`config.mk`:
```
export PLATFORM = sky130hd
export DESIGN_NAME = pipe_hazard_unit
export DESIGN_NICKNAME = d
export VERILOG_FILES = /design/src/rtl/pipe_hazard_unit.sv
export SDC_FILE = /design/constraint.sdc
export NUM_CORES = 1
export LEC_CHECK = 0
export BUFFER_PORTS_ARGS = -buffer_cell sky130_fd_sc_hd__buf_2
export CAP_MARGIN = 20
export CORE_MARGIN = 2
export CORE_UTILIZATION = 40
export CTS_BUF_LIST = sky130_fd_sc_hd__clkbuf_8 sky130_fd_sc_hd__clkbuf_16
export CTS_CLUSTER_DIAMETER = 150
export DETAILED_ROUTE_END_ITERATION = 16
export PLACE_DENSITY_LB_ADDON = 0.08
export SLEW_MARGIN = 10
export SYNTH_ARGS = -nofsm -noshare
export SYNTH_HDL_FRONTEND = slang
export SYNTH_SLANG_ARGS = --single-unit
```
`constraint.sdc`:
```
create_clock -name clk -period 4.11 [get_ports clk]
set_input_delay 0.6165 -clock clk [delete_from_list [all_inputs] [get_ports clk]]
set_output_delay 0.6165 -clock clk [all_outputs]
set_load 0.01 [all_outputs]
```
`src/rtl/pipe_hazard_unit.sv`:
```
// Forwarding and load-use hazard unit between ID and the ID/EX flops, with a shadow scoreboard of in-flight writers.
// Optional performance counters are built when HZD_PERF_CNT_EN is defined.
module pipe_hazard_unit #(
  parameter int DATA_W   = 16,
  parameter int REG_AW   = 4,
  parameter int NUM_RD   = 2,
  parameter int NUM_STG  = 3,
  parameter int LOAD_LAT = 1,
  parameter int SEL_W    = $clog2(NUM_STG + 1)
) (
  input  logic                       clk,
  input  logic                       rst,
  input  logic                       freeze,
  input  logic                       flush,
  input  logic                       id_valid,
  input  logic                       id_wr_en,
  input  logic [REG_AW-1:0]          id_wr_reg,
  input  logic                       id_is_load,
  input  logic [NUM_RD-1:0]          id_rd_en,
  input  logic [NUM_RD*REG_AW-1:0]   id_rd_reg,
  input  logic [NUM_RD*DATA_W-1:0]   rf_data,
  input  logic [NUM_STG*DATA_W-1:0]  stg_data,
  output logic [NUM_RD*DATA_W-1:0]   fwd_data,
  output logic [NUM_RD*SEL_W-1:0]    fwd_sel,
  output logic                       stall,
  output logic                       bubble
`ifdef HZD_PERF_CNT_EN
  ,
  output logic [31:0]                stall_cnt,
  output logic [31:0]                fwd_cnt
`endif
);

  typedef struct packed {
    logic              valid;
    logic              wr_en;
    logic [REG_AW-1:0] wr_reg;
    logic              is_load;
  } sb_entry_t;

  sb_entry_t         stg_q [NUM_STG];
  logic [NUM_RD-1:0] hazard;
  logic              kill_id;

  function automatic logic fwd_match(input sb_entry_t e, input logic rd_en,
                                     input logic [REG_AW-1:0] rd_reg);
    return e.valid && e.wr_en && rd_en && (rd_reg != '0) && (e.wr_reg == rd_reg);
  endfunction

  // Scan oldest to youngest so the youngest matching stage is the one left standing.
  always_comb begin
    // NOTE: every output of a combinational block gets a default first, otherwise a latch is inferred.
    fwd_sel  = '0;
    fwd_data = rf_data;
    hazard   = '0;
    for (int p = 0; p < NUM_RD; p++) begin
      for (int i = NUM_STG - 1; i >= 0; i--) begin
        if (fwd_match(stg_q[i], id_rd_en[p], id_rd_reg[p*REG_AW +: REG_AW])) begin
          fwd_sel[p*SEL_W +: SEL_W]   = SEL_W'(i + 1);
          fwd_data[p*DATA_W +: DATA_W] = stg_data[i*DATA_W +: DATA_W];
          hazard[p]                   = stg_q[i].is_load && (i < LOAD_LAT);
        end
      end
    end
  end

  assign stall   = id_valid && (|hazard) && !flush;
  assign kill_id = stall || flush || !id_valid;
  assign bubble  = kill_id && !freeze;

  // A held load keeps advancing while ID is stalled, so the stall clears itself after LOAD_LAT cycles.
  always_ff @(posedge clk or posedge rst) begin
    if (rst) begin
      // NOTE: the scoreboard is control state, so every entry is reset; a pure data array would not need it.
      for (int k = 0; k < NUM_STG; k++) stg_q[k] <= '0;
    end else if (!freeze) begin
      // NOTE: non-blocking assignments let each stage read the previous stage's old value.
      for (int k = NUM_STG - 1; k >= 2; k--) stg_q[k] <= stg_q[k-1];
      stg_q[1] <= flush ? sb_entry_t'('0) : stg_q[0];
      if (kill_id) begin
        stg_q[0] <= '0;
      end else begin
        stg_q[0] <= '{valid: 1'b1, wr_en: id_wr_en, wr_reg: id_wr_reg, is_load: id_is_load};
      end
    end
  end

`ifdef HZD_PERF_CNT_EN
  always_ff @(posedge clk or posedge rst) begin
    if (rst) begin
      stall_cnt <= '0;
      fwd_cnt   <= '0;
    end else if (!freeze) begin
      if (stall) stall_cnt <= stall_cnt + 32'd1;
      if (id_valid && (|fwd_sel) && !stall) fwd_cnt <= fwd_cnt + 32'd1;
    end
  end
`else
  // Counters are absent; the hazard and forwarding behaviour is identical.
`endif

endmodule

```
==> flow_summary.rst <==
.. list-table::
   :header-rows: 1

   * - Metric
     - Value
   * - Status
     - finished, final reports clean
   * - Endpoint required time on the critical path
     - 3.49 ns
   * - Pin count of the biggest net entering global routing
     - 41
   * - Count of H-tree levels built during CTS
     - 1
   * - Total clock buffers created by CTS
     - 3
   * - Standard-cell row count
     - 29
   * - Worst-path maximum fanout
     - 22
   * - Deepest clock path buffer count
     - 2
   * - Total power density per cell area
     - 171.5 mW/mm^2
   * - Fin nets
     - 550
   * - Per-cell via count in the routed design
     - 6.190
   * - Worst reg-to-reg setup slack
     - ~2.3 ns
   * - Horizontal die dimension
     - 85.13 um
   * - Resized Gates After CTS
     - 0
   * - Initial Util
     - 0.4146
   * - Net count after synthesis
     - about 440
   * - Delay-heaviest family, CP
     - simple AND/OR/NAND/NOR gates
   * - Remaining antenna violation count
     - 0
   * - Port bufs
     - 138
   * - Maximum VDD drop
     - 0.0001547 V
   * - Vertical die dimension
     - 85.13 um
   * - Count of vias placed by the detailed router
     - between 3000 and 4000
   * - IO Count
     - approximately 140
   * - Syn. warnings
     - 0
   * - Distinct cells, synth
     - 49
   * - Min Tclk post-route
     - roughly 3.6 ns
   * - Area taken by multi-input logic gates
     - around 0.0019 sq mm
   * - Number of max-cap violations
     - 0
   * - Post-CTS Setup Bufs
     - 0
   * - Fin area
     - 0.003272 sq mm
   * - Last weighted congestion value of the routability-driven placer
     - just over 0.9
   * - Total Negative Setup Slacks
     - 0 ns
   * - Clock latency on the worst-skew pair
     - 0.26 ns
   * - Flip-flop count of the largest register, all copies and words added
     - 19
   * - Seq/Total Area, Yosys
     - 0.1806
   * - Leakage power total
     - 1.294 nW
   * - Number of buffers inserted by hold repair at cts
     - 0
   * - Final worst path period share
     - 0.8675
   * - Pins over their slew limit
     - 0
   * - Final Hold Fails
     - 0
   * - Start point of the critical path
     - stg_q[13]
   * - Average cell area after synthesis
     - a little under 8 sq um
   * - Launching point of the worst reg2reg path
     - stg_q[15]
   * - Drt first-iter violations
     - around 290
   * - Antenna violations before repair
     - 0
   * - Remaining max-slew budget at the tightest pin
     - 0.3035
   * - Wire length after detailed routing
     - 10260 um
   * - Area enclosed by the die boundary
     - between 0.007 and 0.008 sq mm
   * - Core Footprint
     - between 0.006 and 0.007 sq mm
   * - Hpwl dp
     - 7507 um
   * - Clk pin slew, worst setup/hold paths
     - 0.07 ns
   * - Worst-margin pin slew
     - 1.045 ns
   * - Cell area after technology mapping
     - 0.002633 sq mm
   * - Kind of launch point of the worst setup path
     - register
   * - RSZ-0062 raised after global routing
     - false
   * - Crit path cell chain
     - and2_1, nand3_1, a32oi_1, a21oi_1, buf_2
   * - Buffers and inverters on the worst path
     - 1
   * - Number of setup violations in the final report
     - 0
   * - Most flop-heavy register
     - stg_q
   * - Post-synthesis sequential element count
     - 19
   * - Vias in the first global route
     - 3140
   * - Pre-Repair DR Iteration Count
     - 5
   * - Worst EP arrival
     - 2.95 ns
   * - Number of remaining DRC errors
     - 0
   * - Final worst setup slack
     - 0.5445 ns
   * - Filler cells
     - 651
   * - Global-route wire length before repair
     - 16030 um
   * - Clock sinks
     - 19
   * - Global Route Usage Sum
     - 0.2743
   * - Clock root cell
     - sky130_fd_sc_hd__clkbuf_8
   * - P&R area growth vs syn
     - 24.29%
   * - Maximum clock skew at final layout
     - 0.005956 ns
   * - Area of all sequential standard cells
     - 475.5 sq um
   * - Ratio of cells with drive above 1 in the final layout
     - 0.3817
   * - Total overflow reported by the global router
     - 0
   * - Instance count of the mapped netlist
     - 341
   * - Detailed-route wire length per cell
     - just under 20 um
   * - DP Area
     - 0.003226 sq mm
   * - ANT cells
     - 0
   * - Cell with the largest stage delay on the worst path
     - sky130_fd_sc_hd__and2_1
   * - Worst Setup Path Type
     - register to primary output
   * - Clock tree from TritonCTS
     - done
   * - Setup Slack @ Placement
     - 0.7606 ns
   * - Class of the tightest hold or removal check
     - primary input to asynchronous set/reset pin
   * - Largest registers
     - stg_q: 19 flops
   * - Largest stage delay on the critical path
     - 0.82 ns
   * - Final design utilization
     - 0.5153
   * - Maximum operating frequency
     - between 200 and 300 MHz
   * - Type of destination of the critical path
     - primary output
[placed cells by master, fill, tap and decap left out, drive strengths merged, types with 2 or more instances in the layout]
master,count
buf,143
nand2,58
a21oi,33
o22ai,33
nor3,32
a32oi,30
xnor2,24
dfrtp,19
and3,10
nand2b,7
mux2,6
o21ai,6
a22o,6
nand4,5
nand3,4
a2111oi,3
clkbuf,3
or2,3
o41ai,2
o41a,2
nor2,2
a211oi,2
and4,2
or3,2
[through the flow]
stage	cells	hold slack, ns	total power (W)
after floorplan	341	0.4625	0.0003422
after global placement	520	0.4968	0.0004309
after detailed placement	521	0.4959	0.0004324
after CTS	525	0.4851	0.0005641
after global routing	525	0.5242	0.0005919
final	525	0.4644	0.0005612
[report_power, final]
group	internal (W)	leakage [nW]	switching [W]	total, W
clock network	0.0000675	0.0255	0.0000631	0.000131
logic	0.0000980	1.01	0.000118	0.000216
registers	0.000197	0.259	0.0000178	0.000215
total	0.000362	1.29	0.000199	0.000561
[Yosys cell counts, drive strengths merged]
library cell,count,share of area
a2111oi,3,0.031
a211oi,2,0.012
a21o,1,0.0029
a21oi,33,0.063
a22o,6,0.020
a22oi,1,0.0029
a32oi,30,0.10
and2,1,0.0024
and3,10,0.024
and3b,1,0.0033
and4,2,0.0076
buf,22,0.066
clkbuf,18,0.028
dfrtp,19,0.18
inv,1,0.0014
mux2,6,0.026
nand2,58,0.083
nand2b,7,0.017
nand3,4,0.014
nand4,5,0.019
nor2,2,0.0029
nor3,32,0.061
o21a,1,0.0029
o21ai,6,0.011
o21bai,1,0.0029
o221ai,1,0.0033
o22ai,33,0.081
o311ai,1,0.0033
o31ai,1,0.0029
o41a,2,0.0086
o41ai,2,0.021
or2,3,0.0071
or3,2,0.0067
xnor2,24,0.083
[area by class of cell]
class,instances,area share
Timing Repair Buffer,143,0.2264
Clock inverter,1,0.001530
Clock buffer,3,0.01262
Multi-Input combinational cell,281,0.5836
Sequential cell,19,0.1453
Tap cell,77,0.02945
Inverter,1,0.001147
[logic make-up after synthesis]
group | share of synthesized area
AND/OR/NAND/NOR | 0.2472
multiplexers | 0.02566
AO/OA/AOI/OAI | 0.3688
buffers and inverters | 0.09506
flip-flops | 0.1806
XOR/XNOR | 0.08270
[routing by layer]
metal | up-vias | wire length, um | global-route usage
li1 | 1525 | - | -
met1 | 1529 | 4530 | 0.3863
met2 | 180 | 4758 | 0.4418
met3 | 16 | 782 | 0.03307
met4 | 0 | 189 | 0.07937
met5 | - | 0 | 0
[worst paths after layout]
| check | end | cells past startpoint |
|---|---|---|
| worst max-delay path | fwd_data[23] | 5 |
| worst min-delay path | stg_q[20] | 2 |
| worst max register to register | stg_q[16] | 6 |
| worst min register to register | stg_q[12] | 2 |
| max in group asynchronous | stg_q[16] | 2 |
| min in group clk | stg_q[12] | 2 |
Power figures use the tool's default switching activity.
